**src/rtl/core_pkg.sv**
```systemverilog
`default_nettype none
// ============================================================================
// Module   : core_pkg
// Brief    : Shared RV32 core constants and types: datapath width, address
//            type and instruction alignment masks.
// Revision : 1.0 - initial release
// ============================================================================
package core_pkg;

    localparam int XLEN = 32;

    typedef logic [XLEN-1:0] addr_t;

    // Low address bits that must be zero for a legal instruction address.
    localparam logic [1:0] ALIGN_MASK_32 = 2'b11;
    localparam logic [1:0] ALIGN_MASK_16 = 2'b01;

endpackage : core_pkg
`default_nettype wire

```
**src/rtl/pc_target_adder.sv**
```systemverilog
`default_nettype none
// ============================================================================
// Module   : pc_target_adder
// Brief    : Pure combinational XLEN-bit adder with unsigned carry-out and
//            two's-complement overflow detection.
// Revision : 1.0 - initial release
// ============================================================================
module pc_target_adder
    import core_pkg::*;
#(
    parameter int XLEN = core_pkg::XLEN
) (
    input  logic [XLEN-1:0] a,
    input  logic [XLEN-1:0] b,
    output logic [XLEN-1:0] sum,
    output logic            carry,
    output logic            ovf
);

    logic [XLEN:0] w_wide_sum;

    // Widen by one bit so the carry-out falls out of the same add.
    always_comb begin
        w_wide_sum = {1'b0, a} + {1'b0, b};
    end

    assign sum   = w_wide_sum[XLEN-1:0];
    assign carry = w_wide_sum[XLEN];

    // Signed overflow: operands share a sign and the result's sign differs.
    assign ovf   = (a[XLEN-1] == b[XLEN-1]) && (w_wide_sum[XLEN-1] != a[XLEN-1]);

endmodule : pc_target_adder
`default_nettype wire

```
**src/rtl/pc_target_unit.sv**
```systemverilog
`default_nettype none
// ============================================================================
// Module   : pc_target_unit
// Brief    : Execute-stage branch/jump target generator. Forms PC + ImmExt
//            combinationally, flags carry, overflow and misalignment, and
//            keeps a registered copy of the last captured target.
// Revision : 1.0 - initial release
// ============================================================================
module pc_target_unit
    import core_pkg::*;
#(
    parameter int XLEN  = core_pkg::XLEN,
    parameter int C_EXT = 0
) (
    input  logic            clk,
    input  logic            rst_n,
    input  logic [XLEN-1:0] PC,
    input  logic [XLEN-1:0] ImmExt,
    input  logic            TargetValid,
    output logic [XLEN-1:0] PCTarget,
    output logic            PCTargetCarry,
    output logic            PCTargetOvf,
    output logic            PCTargetMisaligned,
    output logic [XLEN-1:0] PCTargetQ,
    output logic            MisalignedQ,
    output logic            ValidQ
);

    logic [XLEN-1:0] w_target;
    logic            w_carry;
    logic            w_ovf;
    logic [1:0]      w_align_mask;
    logic            w_misaligned;

    logic [XLEN-1:0] r_target;
    logic            r_misaligned;
    logic            r_valid;

    pc_target_adder #(
        .XLEN (XLEN)
    ) u_adder (
        .a     (PC),
        .b     (ImmExt),
        .sum   (w_target),
        .carry (w_carry),
        .ovf   (w_ovf)
    );

    // Compressed ISA relaxes alignment to halfwords; otherwise words.
    generate
        if (C_EXT != 0) begin : g_align_16
            assign w_align_mask = ALIGN_MASK_16;
        end else begin : g_align_32
            assign w_align_mask = ALIGN_MASK_32;
        end
    endgenerate

    // Flag only; the target itself is never modified.
    always_comb begin
        w_misaligned = |(w_target[1:0] & w_align_mask);
    end

    // Capture target and flag on a strobe; ValidQ tracks the strobe each cycle.
    always_ff @(posedge clk or negedge rst_n) begin
        if (!rst_n) begin
            r_target     <= '0;
            r_misaligned <= 1'b0;
            r_valid      <= 1'b0;
        end else begin
            r_valid <= TargetValid;
            if (TargetValid) begin
                r_target     <= w_target;
                r_misaligned <= w_misaligned;
            end
        end
    end

    assign PCTarget           = w_target;
    assign PCTargetCarry      = w_carry;
    assign PCTargetOvf        = w_ovf;
    assign PCTargetMisaligned = w_misaligned;
    assign PCTargetQ          = r_target;
    assign MisalignedQ        = r_misaligned;
    assign ValidQ             = r_valid;

endmodule : pc_target_unit
`default_nettype wire

```
**config.mk**
```make
export PLATFORM = sky130hd
export DESIGN_NAME = pc_target_unit
export DESIGN_NICKNAME = d
export VERILOG_FILES = /design/src/rtl/core_pkg.sv /design/src/rtl/pc_target_adder.sv /design/src/rtl/pc_target_unit.sv
export SDC_FILE = /design/constraint.sdc
export NUM_CORES = 1
export LEC_CHECK = 0
export ABC_AREA = 0
export BUFFER_PORTS_ARGS = -buffer_cell sky130_fd_sc_hd__buf_2
export CAP_MARGIN = 10
export CORE_AREA = 8 8 86 88
export CTS_CLUSTER_SIZE = 24
export DETAILED_ROUTE_END_ITERATION = 7
export DIE_AREA = 0 0 94 96
export GPL_TIMING_DRIVEN = 0
export PLACE_DENSITY = 0.91
export SLEW_MARGIN = 20
export SYNTH_ARGS = -nofsm -noshare
export SYNTH_HDL_FRONTEND = slang
export SYNTH_SLANG_ARGS = --single-unit
```
**constraint.sdc**
```tcl
create_clock -name clk -period 7 [get_ports clk]
set_clock_uncertainty 0.15 [all_clocks]
set_input_delay 0.7 -clock clk [delete_from_list [all_inputs] [get_ports clk]]
set_output_delay 0.7 -clock clk [all_outputs]
set_load 0.05 [all_outputs]
```
==> results of run 1 <==
[state kept, by name, summed over array words and instances (netlist names)]
signal and cells:
MisalignedQ 1, PCTargetQ 32, ValidQ 1
[layout make-up]
| type | count | area, sq um |
|---|---|---|
| well taps | 77 | 96.34 |
| multi-input cells | 278 | 2146 |
| repair buffers | 135 | 675.6 |
| clock inverters | 3 | 68.82 |
| flip-flops and latches | 34 | 850.8 |
| clock buffers | 5 | 68.82 |
| plain buffers | 12 | 62.56 |
| inverters | 5 | 18.77 |
| fillers | 501 | 2108 |
[cell usage in the layout (no fill, tap or decap), types with 3 or more instances in the layout]
cell type and instances:
sky130_fd_sc_hd__ha_1 32, sky130_fd_sc_hd__o211ai_1 5, sky130_fd_sc_hd__a31oi_1 3, sky130_fd_sc_hd__o21bai_1 4, sky130_fd_sc_hd__o21a_1 7, sky130_fd_sc_hd__buf_2 137, sky130_fd_sc_hd__inv_1 5, sky130_fd_sc_hd__and2_1 4
sky130_fd_sc_hd__nand2_1 18, sky130_fd_sc_hd__nand4_1 8, sky130_fd_sc_hd__dfrtp_1 34, sky130_fd_sc_hd__nand3_1 7, sky130_fd_sc_hd__or2_2 3, sky130_fd_sc_hd__clkbuf_8 5, sky130_fd_sc_hd__o21ai_0 20, sky130_fd_sc_hd__clkbuf_1 8
sky130_fd_sc_hd__a21oi_1 34, sky130_fd_sc_hd__xor2_1 14, sky130_fd_sc_hd__and3_1 5, sky130_fd_sc_hd__xnor2_1 14, sky130_fd_sc_hd__nor3_1 4, sky130_fd_sc_hd__nor2_1 13, sky130_fd_sc_hd__a211oi_1 6, sky130_fd_sc_hd__mux2_2 31
sky130_fd_sc_hd__a21o_1 11
[report_power, final]
| group | internal (uW) | switching (uW) |
|---|---|---|
| clock | 143 | 77.1 |
| combinational | 189 | 521 |
| sequential | 245 | 25.6 |
[critical path, stage by stage]
cell                       delay [ps]
sky130_fd_sc_hd__buf_2            100
sky130_fd_sc_hd__ha_1             250
sky130_fd_sc_hd__fa_1             440
sky130_fd_sc_hd__a211oi_1         270
sky130_fd_sc_hd__o21a_1           240
sky130_fd_sc_hd__a21oi_1          150
sky130_fd_sc_hd__o31ai_2          400
sky130_fd_sc_hd__a21oi_1          150
sky130_fd_sc_hd__o21ai_0          310
sky130_fd_sc_hd__and2_1           210
sky130_fd_sc_hd__buf_2            270
[kinds of logic after synthesis]
| kind of cell | share of synthesized area [%] |
|---|---|
| AO/OA/AOI/OAI | 23.86 |
| multiplexers | 11.83 |
| XOR/XNOR | 7.968 |
| buffers and inverters | 2.642 |
| flip-flops | 27.64 |
| AND/OR/NAND/NOR | 12.40 |
| adder cells (fa/ha/maj) | 13.66 |
[stage by stage]
| stage | util [%] | instance area (sq um) | hold slack (ps) | setup slack (ps) |
|---|---|---|---|---|
| after global routing | 65.41 | 3988 | 367.1 | 2524 |
| after CTS | 65.41 | 3988 | 346.7 | 2707 |
| after global placement | 63.16 | 3850 | 334.1 | 2709 |
| after floorplan | - | 3078 | 254.4 | 2903 |
| after detailed placement | 63.16 | 3850 | 340.8 | 2737 |
| final | 65.41 | 3988 | 332.4 | 2640 |
[routing by layer]
metal  vias up  track usage [%]
li1       1527                -
met4         0            8.322
met2       144            36.64
met5         -                0
met1      1513            25.98
met3        19            3.120
[cells in the mapped netlist (3+ instances only)]
cell                        n
sky130_fd_sc_hd__a21oi_1   34
sky130_fd_sc_hd__or2_2      3
sky130_fd_sc_hd__inv_1      5
sky130_fd_sc_hd__o21bai_1   4
sky130_fd_sc_hd__a31oi_1    3
sky130_fd_sc_hd__o21ai_0   20
sky130_fd_sc_hd__xnor2_1   14
sky130_fd_sc_hd__nor3_1     4
sky130_fd_sc_hd__and2_1     4
sky130_fd_sc_hd__a21o_1    11
sky130_fd_sc_hd__mux2_2    31
sky130_fd_sc_hd__nor2_1    13
sky130_fd_sc_hd__dfrtp_1   34
sky130_fd_sc_hd__o21a_1     7
sky130_fd_sc_hd__a211oi_1   6
sky130_fd_sc_hd__nand3_1    7
sky130_fd_sc_hd__clkbuf_1   8
sky130_fd_sc_hd__nand4_1    8
sky130_fd_sc_hd__o211ai_1   5
sky130_fd_sc_hd__nand2_1   18
sky130_fd_sc_hd__ha_1      32
sky130_fd_sc_hd__and3_1     5
sky130_fd_sc_hd__xor2_1    14
[worst max path at each step]
| stage | start | end | slack [ps] |
|---|---|---|---|
| 2_1_floorplan | PC[8] | PCTarget[25] | 2900 |
| 3_3_place_gp | PC[0] | PCTarget[22] | 2710 |
| 3_5_place_dp | PC[0] | PCTarget[22] | 2740 |
| 4_1_cts | PC[0] | PCTarget[22] | 2710 |
| 5_1_grt | PC[0] | PCTarget[22] | 2520 |
| 6_report | PC[0] | PCTarget[22] | 2640 |
==> summary.md, run 1 <==
| Metric | Value |
|---|---|
| Run status | `finished, final reports clean` |
| Die boundary height | `96 microns` |
| Detailed Route WL | `9.618 mm` |
| Longest Clk Path Bufs | `2` |
| Number of register bits inferred by synthesis | `34` |
| Post-synthesis cell area | `3078 sq um` |
| Launch instance of the worst register-to-register path | `PCTargetQ[22]` |
| Via-to-Cell Ratio | `5.834` |
| Die span in x | `94 microns` |
| Critical Path Fanout Max | `5` |
| Gr usage total | `21.19%` |
| Mean Syn Cell Area | `9.355 sq um` |
| # DRC | `0` |
| Area added between synthesis and finish | `29.55%` |
| Half-perimeter wire length of the detailed placement result | `8.123 mm` |
| Clock tree from TritonCTS | `yes` |
| Register area share after synthesis | `27.64%` |
| Number of endpoints failing setup at the final stage | `0` |
| Initial Util | `50.49%` |
| Number of input and output port buffers inserted | `135` |
| Final-stage net count | `571` |
| Post-route clock period utilization | `62.29%` |
| Placed cell count | `541` |
| Critical path start-end classification | `input port to output pin` |
| Cells after synthesis | `329` |
| Number of top-level pins | `136` |
| Uppermost routed layer | `met4` |
| Met3 routed wirelength | `763 microns` |
| Detailed-route via count | `3203` |
| Fraction of final layout cells sized beyond drive strength 1 | `40.47%` |
| Measured slew at the worst slew-check pin | `774.4 ps` |
| Root buf cell | `sky130_fd_sc_hd__clkbuf_8` |
| Hold violation total from the final report | `0` |
| Share of the synthesized area in the top cell type | `27.64%` |
| First-pass GRT wire length | `15.55 mm` |
| Nature of the critical path startpoint | `input port` |
| Post-detailed-route wirelength per cell | `17.52 microns` |
| Pwr dens | `301.1 nW/um^2` |
| Worst setup EP type | `output pin` |
| Hold buffers post-CTS | `0` |
| Final slew viol count | `0` |
| Unrepaired setup endpoints after global routing | `false` |
| Top area cells in the synthesized netlist | `sky130_fd_sc_hd__dfrtp_1 (28%), sky130_fd_sc_hd__ha_1 (13%), sky130_fd_sc_hd__mux2_2 (11%)` |
| Total number of yosys warnings | `0` |
| Overall die area | `9024 sq um` |
| Worst vdd ir | `0.2107 mV` |
| Pre-Repair DR Iteration Count | `4` |
| Wl on met1 | `3.973 mm` |
| Clock input transition at the sequential cells of the worst setup and hold paths | `80 ps` |
| Num Clock Sinks | `34` |
| Antenna diode count | `0` |
| Skew-Pair Late Insertion Delay | `280 ps` |
| Number of distinct library cells after synthesis | `52` |
| Hold Crit Class | `input port to asynchronous set/reset pin` |
| RePlAce Congestion | `0.8956` |
| Row count | `29` |
| H-tree depth | `2` |
| Via count of the first global-routing pass | `3255` |
| Register-to-register setup slack | `6030 ps` |
| Crit path time final | `4360 ps` |
| # Post-CTS Setup Buffers | `0` |
| Post-synth EDFFs | `0` |
| Core box area | `6096 sq um` |
| Overall power consumption | `1201 uW` |
| Maximum number of pins on one net before global-route repair | `35` |
| Post-synthesis async set-or-reset flop share | `100.0%` |
| Worst-case headroom to the max-slew limit | `48.37%` |
| Dominant register cell in the synthesized netlist | `sky130_fd_sc_hd__dfrtp_1` |
| Count of instances resized after the clock tree is built | `0` |
| Leakage | `0.001933 uW` |
| Number of design-rule violations left by the first detailed-router iteration | `195` |
| Maximum Capacitance Violations | `0` |
| Final std cells w/o fill | `549` |
| Net count of the mapped netlist | `429` |
| Sum of met2 wire segment lengths after detailed routing | `4.660 mm` |
| F_max | `229.4 MHz` |
| Number of cells on the worst reg-to-reg path | `2` |
| Reg2Reg Capture Point | `PCTargetQ[22]` |
| Initial antenna violation count | `0` |
| Data arrival time of the critical path | `3510 ps` |
| Cell type with the largest total area after synthesis | `sky130_fd_sc_hd__dfrtp_1` |
| Data required time of the worst path | `6150 ps` |
| Number of buffers inserted during clock tree synthesis | `5` |
| Global route overflow | `0` |
| Post-route setup TNS | `0 ps` |
| Post-detailed-route count of antenna-violating nets | `0` |
Note: power is estimated with default switching activity, not from simulation.
==> run 2, diff against run 1 <==
--- a/config.mk
+++ b/config.mk
@@ -8,12 +8,12 @@
 export ABC_AREA = 0
 export BUFFER_PORTS_ARGS = -buffer_cell sky130_fd_sc_hd__buf_2
 export CAP_MARGIN = 10
-export CORE_AREA = 8 8 86 88
+export CORE_AREA = 8 8 90 92
 export CTS_CLUSTER_SIZE = 24
 export DETAILED_ROUTE_END_ITERATION = 7
-export DIE_AREA = 0 0 94 96
+export DIE_AREA = 0 0 98 100
 export GPL_TIMING_DRIVEN = 0
-export PLACE_DENSITY = 0.91
+export PLACE_DENSITY = 0.84
 export SLEW_MARGIN = 20
 export SYNTH_ARGS = -nofsm -noshare
 export SYNTH_HDL_FRONTEND = slang
==> constraint.sdc (replaced) <==
create_clock -name clk -period 4.4 [get_ports clk]
set_clock_uncertainty 0.15 [all_clocks]
set_input_delay 0.44 -clock clk [delete_from_list [all_inputs] [get_ports clk]]
set_output_delay 0.44 -clock clk [all_outputs]
set_load 0.05 [all_outputs]
==> run 2 against run 1 <==
Against the previous run: critical endpoint unchanged; sequential power rose by 58%; highest routed layer unchanged; routed wire length fell by 3.3%; combinational power rose by 58%; largest cell class unchanged.
==> summary.md, run 2 (synthesis gave the netlist of run 1 again) <==
| Metric | Value |
|---|---|
| Largest register FFs | `32 (unchanged)` |
| Number of input and output port buffers inserted | `135 (unchanged)` |
| Via-to-Cell Ratio | `5.665 (was 5.834)` |
| Post-route setup TNS | `0 ps (unchanged)` |
| Detailed-route via count | `3127 (was 3203)` |
| Maximum number of pins on one net before global-route repair | `35 (unchanged)` |
| H-tree depth | `2 (unchanged)` |
| Clock input transition at the sequential cells of the worst setup and hold paths | `70 ps (was 80 ps)` |
| Overall die area | `9800 sq um (was 9024 sq um)` |
| Post-detailed-route wirelength per cell | `16.84 microns (was 17.52 microns)` |
| Placed cell count | `544 (was 541)` |
| Longest Clk Path Bufs | `2 (unchanged)` |
| Most frequent standard cell in the layout excluding fill and tap cells | `sky130_fd_sc_hd__buf_2 (unchanged)` |
| Antenna diode count | `0 (unchanged)` |
| Number of design-rule violations left by the first detailed-router iteration | `77 (was 195)` |
| Number of top-level pins | `136 (unchanged)` |
| # Post-CTS Setup Buffers | `0 (unchanged)` |
| Proportion of power drawn by combinational gates | `62.7% (was 59.1%)` |
| Number of buffers inserted during clock tree synthesis | `5 (unchanged)` |
| # DRC | `0 (unchanged)` |
| Hold buffers post-CTS | `0 (unchanged)` |
| Met1 track utilization from global routing | `22.01% (was 25.98%)` |
| Crit path time final | `3810 ps` |
| Sequential cell area in the final layout | `850.8 sq um (unchanged)` |
| Row count | `30 (was 29)` |
| Worst vdd ir | `0.2081 mV (was 0.2107 mV)` |
| Launch instance of the worst register-to-register path | `PCTargetQ[22] (unchanged)` |
| First-pass GRT wire length | `15.23 mm (was 15.55 mm)` |
| Met3 Track Usage GR | `4.221% (was 3.120%)` |
| Global route overflow | `0 (unchanged)` |
| Skew-Pair Late Insertion Delay | `280 ps (about the same)` |
| Clock tree from TritonCTS | `yes (unchanged)` |
| Most frequent cells in the layout | `sky130_fd_sc_hd__buf_2 (137), sky130_fd_sc_hd__dfrtp_1 (34), sky130_fd_sc_hd__a21oi_1 (34) (unchanged)` |
| Via count of the first global-routing pass | `3181 (was 3255)` |
| Nature of the critical path startpoint | `input port (unchanged)` |
| Fraction of final layout cells sized beyond drive strength 1 | `40.25% (was 40.47%)` |
| Area added between synthesis and finish | `28.17% (was 29.55%)` |
| Critical Path Fanout Max | `5 (unchanged)` |
| Post-route clock period utilization | `86.59%` |
| Switching part of the total | `54.40% (was 51.92%)` |
| Clock share of power | `13.4% (was 18.3%)` |
| Final slew viol count | `0 (unchanged)` |
| Met2 track demand over resource in global routing | `32.72% (was 36.64%)` |
| Busiest metal layer after global routing | `met2 (unchanged)` |
| Gr usage total | `18.57% (was 21.19%)` |
| Post-detailed-route count of antenna-violating nets | `0 (unchanged)` |
| Half-perimeter wire length of the detailed placement result | `7.947 mm (was 8.123 mm)` |
| Measured slew at the worst slew-check pin | `749.7 ps (was 774.4 ps)` |
| Fillcell total | `602 (was 501)` |
| Die boundary height | `100 microns (was 96 microns)` |
| Final std cells w/o fill | `552 (was 549)` |
| Power share of the sequential group | `23.9% (was 22.6%)` |
| Worst-case headroom to the max-slew limit | `50.02% (was 48.37%)` |
| Data arrival time of the critical path | `3220 ps (was 3510 ps)` |
| Count of instances resized after the clock tree is built | `0 (unchanged)` |
| P_sw | `974.9 uW (was 623.5 uW)` |
| Num Clock Sinks | `34 (unchanged)` |
| Initial antenna violation count | `0 (unchanged)` |
| Run status | `finished, final reports clean (unchanged)` |
| Hold Crit Class | `input port to asynchronous set/reset pin (unchanged)` |
| Leakage | `0.001913 uW (was 0.001933 uW)` |
| F_max | `262.5 MHz` |
| Pre-Repair DR Iteration Count | `4 (unchanged)` |
| Number of endpoints failing setup at the final stage | `0 (unchanged)` |
| Unrepaired setup endpoints after global routing | `false (unchanged)` |
| First element of the critical path | `PC[0] (unchanged)` |
| Internal power consumption | `817.2 uW (was 577.3 uW)` |
| Critical path start-end classification | `input port to output pin (unchanged)` |
| Final hold slack | `74.66 ps (was 332.4 ps)` |
| Data required time of the worst path | `3810 ps (was 6150 ps)` |
| Worst setup EP type | `output pin (unchanged)` |
| Area of the multi-input gates | `2146 sq um (unchanged)` |
| Root buf cell | `sky130_fd_sc_hd__clkbuf_8 (unchanged)` |
| Detailed Route WL | `9.298 mm (was 9.618 mm)` |
| Core box area | `6644 sq um (was 6096 sq um)` |
| Pwr dens | `454.3 nW/um^2 (was 301.1 nW/um^2)` |
| RePlAce Congestion | `0.9055 (was 0.8956)` |
| Final-stage net count | `571 (unchanged)` |
| Die span in x | `98 microns (was 94 microns)` |
| Initial Util | `46.33% (was 50.49%)` |
| Maximum Capacitance Violations | `0 (unchanged)` |
| Hold violation total from the final report | `0 (unchanged)` |
[run 2: path summary, 6_finish.rpt]
path,end,slack (ps),cells past startpoint
min reg2reg,PCTargetQ[0],350,1
min in group clk,ValidQ,140,1
max in group asynchronous,PCTargetQ[21],3540,1
max,PCTarget[22],590,11
min,PCTargetQ[15],70,1
max reg2reg,PCTargetQ[22],3430,2
[run 2: layer usage]
metal	part of all wire [%]	routed length, microns	vias up
li1	-	-	1527
met1	42	3916	1460
met2	49	4523	130
met3	8.0	743	10
met4	1.2	115	0
met5	0	0	-
[run 2: layout make-up]
class | instances | area share (%)
Multi-Input combinational cell | 278 | 54.39
Sequential cell | 34 | 21.57
Timing Repair Buffer | 135 | 17.13
Tap cell | 80 | 2.537
Clock buffer | 7 | 2.188
Buffer | 12 | 1.586
Inverter | 5 | 0.4757
Clock inverter | 1 | 0.1269
[run 2: critical path, stage by stage]
cell and delay, ps:
sky130_fd_sc_hd__buf_2 100, sky130_fd_sc_hd__ha_1 240, sky130_fd_sc_hd__fa_1 450, sky130_fd_sc_hd__a211oi_1 270, sky130_fd_sc_hd__o21a_1 250, sky130_fd_sc_hd__a21oi_1 160
sky130_fd_sc_hd__o31ai_2 440, sky130_fd_sc_hd__a21oi_1 140, sky130_fd_sc_hd__or3_1 340, sky130_fd_sc_hd__and2_1 170, sky130_fd_sc_hd__buf_2 210
[run 2: per-stage QoR]
step / util (%) / area (sq um) / power (uW) / setup WS [ps]
finish: 59.38 / 3945 / 1792 / 589.9
global route: 59.38 / 3945 / 1885 / 464.7
CTS: 59.38 / 3945 / 1805 / 597.6
detailed placement: 58.00 / 3854 / 1562 / 599.4
global placement: 58.00 / 3854 / 1542 / 597.6
floorplan: - / 3078 / 1283 / 822.9
[run 2: power by group through the flow]
stage	clock (uW)	combinational [uW]	sequential (uW)
2_1_floorplan	0	570	713
3_3_place_gp	0	1110	429
3_5_place_dp	0	1130	435
4_1_cts	248	1130	429
5_1_grt	261	1180	440
6_report	240	1120	428
==> run 3, diff against run 2 <==
--- a/config.mk
+++ b/config.mk
@@ -6,14 +6,14 @@
 export NUM_CORES = 1
 export LEC_CHECK = 0
 export ABC_AREA = 0
-export BUFFER_PORTS_ARGS = -buffer_cell sky130_fd_sc_hd__buf_2
 export CAP_MARGIN = 10
-export CORE_AREA = 8 8 90 92
+export CORE_AREA = 8 8 84 86
 export CTS_CLUSTER_SIZE = 24
 export DETAILED_ROUTE_END_ITERATION = 7
-export DIE_AREA = 0 0 98 100
+export DIE_AREA = 0 0 92 94
+export DONT_BUFFER_PORTS = 1
 export GPL_TIMING_DRIVEN = 0
-export PLACE_DENSITY = 0.84
+export PLACE_DENSITY = 0.74
 export SLEW_MARGIN = 20
 export SYNTH_ARGS = -nofsm -noshare
 export SYNTH_HDL_FRONTEND = slang
==> run 3 against run 2 <==
Against the previous run: non-clock buffer count fell by 131; clock-buffer cell count rose by 1; hold slack got worse by 42 ps; sequential cell count did not move; critical path type unchanged; critical endpoint is now PCTarget[30]; largest cell class unchanged; largest power group is now registers.
==> summary.md, run 3 (synthesis gave the netlist of run 1 again) <==
| Metric | Value |
|---|---|
| Run status | `finished, final reports clean (unchanged)` |
| Internal power consumption | `751.8 uW (was 817.2 uW)` |
| Core box area | `5746 sq um (was 6644 sq um)` |
| Number of endpoints failing setup at the final stage | `0 (unchanged)` |
| Cells along the critical path | `ha_1, fa_1, a211oi_1, o21a_1, a21oi_1, o31ai_2, o31ai_1, xor2_1 (was buf_2, ha_1, fa_1, a211oi_1, o21a_1, a21oi_1, o31ai_2, a21oi_1, or3_1, and2_1, buf_2)` |
| Power share of the sequential group | `42.9% (was 23.9%)` |
| Half-perimeter wire length of the detailed placement result | `7.198 mm (was 7.947 mm)` |
| Final-stage net count | `440 (was 571)` |
| Number of buffers inserted during clock tree synthesis | `5 (unchanged)` |
| Switching part of the total | `55.90% (was 54.40%)` |
| Initial antenna violation count | `0 (unchanged)` |
| Data arrival time of the critical path | `3270 ps (was 3220 ps)` |
| Die boundary height | `94 microns (was 100 microns)` |
| WP buf/inv | `0 (was 2)` |
| Via-to-Cell Ratio | `6.507 (was 5.665)` |
| Top delay family on crit path | `compound AO/OA/AOI/OAI gates (unchanged)` |
| Number of input and output port buffers inserted | `0 (was 135)` |
| Post-detailed-route count of antenna-violating nets | `0 (unchanged)` |
| Root buf cell | `sky130_fd_sc_hd__clkbuf_8 (unchanged)` |
| Via count of the first global-routing pass | `2720 (was 3181)` |
| Worst vdd ir | `0.2887 mV (was 0.2081 mV)` |
| Clock input transition at the sequential cells of the worst setup and hold paths | `70 ps (about the same)` |
| Post-route clock period utilization | `87.64% (was 86.59%)` |
| Post-route setup TNS | `0 ps (unchanged)` |
| Die span in x | `92 microns (was 98 microns)` |
| Fraction of final layout cells sized beyond drive strength 1 | `21.70% (was 40.25%)` |
| Maximum number of pins on one net before global-route repair | `35 (unchanged)` |
| Longest Clk Path Bufs | `2 (unchanged)` |
| Hold Crit Class | `input port to register (was input port to asynchronous set/reset pin)` |
| First element of the critical path | `PC[0] (unchanged)` |
| Worst-case headroom to the max-slew limit | `22.90% (was 50.02%)` |
| Nature of the critical path startpoint | `input port (unchanged)` |
| Critical Path Fanout Max | `5 (unchanged)` |
| Number of design-rule violations left by the first detailed-router iteration | `133 (was 77)` |
| Leakage | `0.001495 uW (was 0.001913 uW)` |
| Initial Util | `53.57% (was 46.33%)` |
| Antenna diode count | `0 (unchanged)` |
| Detailed Route WL | `8.795 mm (was 9.298 mm)` |
| Maximum Capacitance Violations | `0 (unchanged)` |
| Hold violation total from the final report | `0 (unchanged)` |
| F_max | `259.3 MHz (was 262.5 MHz)` |
| Launch instance of the worst register-to-register path | `PCTargetQ[22] (unchanged)` |
| Slowest cell on the critical path | `sky130_fd_sc_hd__xor2_1 (was sky130_fd_sc_hd__fa_1)` |
| Global route overflow | `0 (unchanged)` |
| Pwr dens | `495.3 nW/um^2 (was 454.3 nW/um^2)` |
| Critical path start-end classification | `input port to output pin (unchanged)` |
| Post-detailed-route wirelength per cell | `21.14 microns (was 16.84 microns)` |
| P_sw | `952.9 uW (was 974.9 uW)` |
| # DRC | `0 (unchanged)` |
| H-tree depth | `2 (unchanged)` |
| Clock tree from TritonCTS | `yes (unchanged)` |
| Overall die area | `8648 sq um (was 9800 sq um)` |
| Proportion of power drawn by combinational gates | `41.0% (was 62.7%)` |
| Skew-Pair Late Insertion Delay | `280 ps (about the same)` |
| Most frequent cells in the layout | `sky130_fd_sc_hd__dfrtp_1 (34), sky130_fd_sc_hd__a21oi_1 (34), sky130_fd_sc_hd__ha_1 (32) (was sky130_fd_sc_hd__buf_2 (137), sky130_fd_sc_hd__dfrtp_1 (34), sky130_fd_sc_hd__a21oi_1 (34))` |
| Fillcell total | `506 (was 602)` |
| Row count | `28 (was 30)` |
| First-pass GRT wire length | `13.77 mm (was 15.23 mm)` |
| Overall power consumption | `1705 uW (was 1792 uW)` |
| Number of top-level pins | `136 (unchanged)` |
| Data required time of the worst path | `3810 ps (about the same)` |
| Count of instances resized after the clock tree is built | `0 (unchanged)` |
| Cell depth of the worst setup path | `8 (was 11)` |
| Worst setup EP type | `output pin (unchanged)` |
| Unrepaired setup endpoints after global routing | `false (unchanged)` |
| # Post-CTS Setup Buffers | `0 (unchanged)` |
| Num Clock Sinks | `34 (unchanged)` |
| Hold Startpoint | `TargetValid` |
| Pre-Repair DR Iteration Count | `4 (unchanged)` |
| Max incr delay on CP | `880 ps (was 450 ps)` |
| Measured slew at the worst slew-check pin | `1153 ps (was 749.7 ps)` |
| Hold Path Stages | `0` |
| Detailed-route via count | `2707 (was 3127)` |
| Area added between synthesis and finish | `11.83% (was 28.17%)` |
| Number of cells on the worst reg-to-reg path | `2 (unchanged)` |
| Clock share of power | `16.1% (was 13.4%)` |
| Crit path time final | `3856 ps (was 3810 ps)` |
| Largest register FFs | `32 (unchanged)` |
| Gr usage total | `19.54% (was 18.57%)` |
| Final slew viol count | `0 (unchanged)` |
| Final cell utilization of the core | `59.91% (was 59.38%)` |
| RePlAce Congestion | `0.9355 (was 0.9055)` |
[run 3: cell count changes in the layout (fill, tap and decap cells not counted), sizes merged]
| cell | before | now |
|---|---|---|
| clkinv | 1 | 0 |
| clkbuf | 15 | 16 |
| buf | 139 | 7 |
| dlygate4sd3 | 0 | 1 |
[run 3: area by class of cell]
cell class	count	area, sq um	share of cell area (%)
Timing Repair Buffer	4	41.29	1.200
Multi-Input combinational cell	278	2265	65.79
Sequential cell	34	850.8	24.72
Clock buffer	8	110.1	3.199
Buffer	12	62.56	1.818
Inverter	5	18.77	0.5453
Tap cell	75	93.84	2.726
[run 3: worst reg2reg max path, stage by stage, from the launching register on]
cell	delay, ps
sky130_fd_sc_hd__dfrtp_1	570
sky130_fd_sc_hd__nor2b_1	230
sky130_fd_sc_hd__a31o_2	220
[run 3: path summary, 6_finish.rpt]
kind	to	slack (ps)
setup reg to reg	PCTargetQ[22]	3130
min in group asynchronous	PCTargetQ[14]	430
setup / recovery	PCTarget[30]	540
hold / removal	ValidQ	30
hold reg to reg	PCTargetQ[4]	750
max in group asynchronous	PCTargetQ[10]	3470
[run 3: stage by stage]
| step | setup slack [ps] | area (sq um) | instances | hold slack [ps] |
|---|---|---|---|---|
| floorplan | 822.9 | 3078 | 329 | -5.591 |
| global placement | 407.8 | 3172 | 404 | -4.755 |
| detailed placement | 483.3 | 3249 | 406 | -4.753 |
| CTS | 478.8 | 3390 | 416 | 25.66 |
| global route | 372.9 | 3442 | 416 | 20.90 |
| finish | 543.9 | 3442 | 416 | 33.03 |
[run 3: timing repair]
action / in CTS / in global routing
hold buffers: 2 / 0
endpoints found under the setup margin: 0 / 0
hold endpoints to repair: 34 / 0
[run 3: power by group through the flow]
stage               logic (uW)  clock network (uW)  registers (uW)
global route               745                 291             744
global placement           641                   0             737
finish                     699                 275             731
floorplan                  570                   0             713
CTS                        685                 284             734
detailed placement         674                   0             742
[run 3: metal layers]
metal	vias to the layer above	track usage, %	routed length (microns)
met5	-	0	0
met4	0	6.040	135
met3	12	7.274	858
met2	128	33.37	4291
met1	1303	22.15	3510
li1	1264	-	-
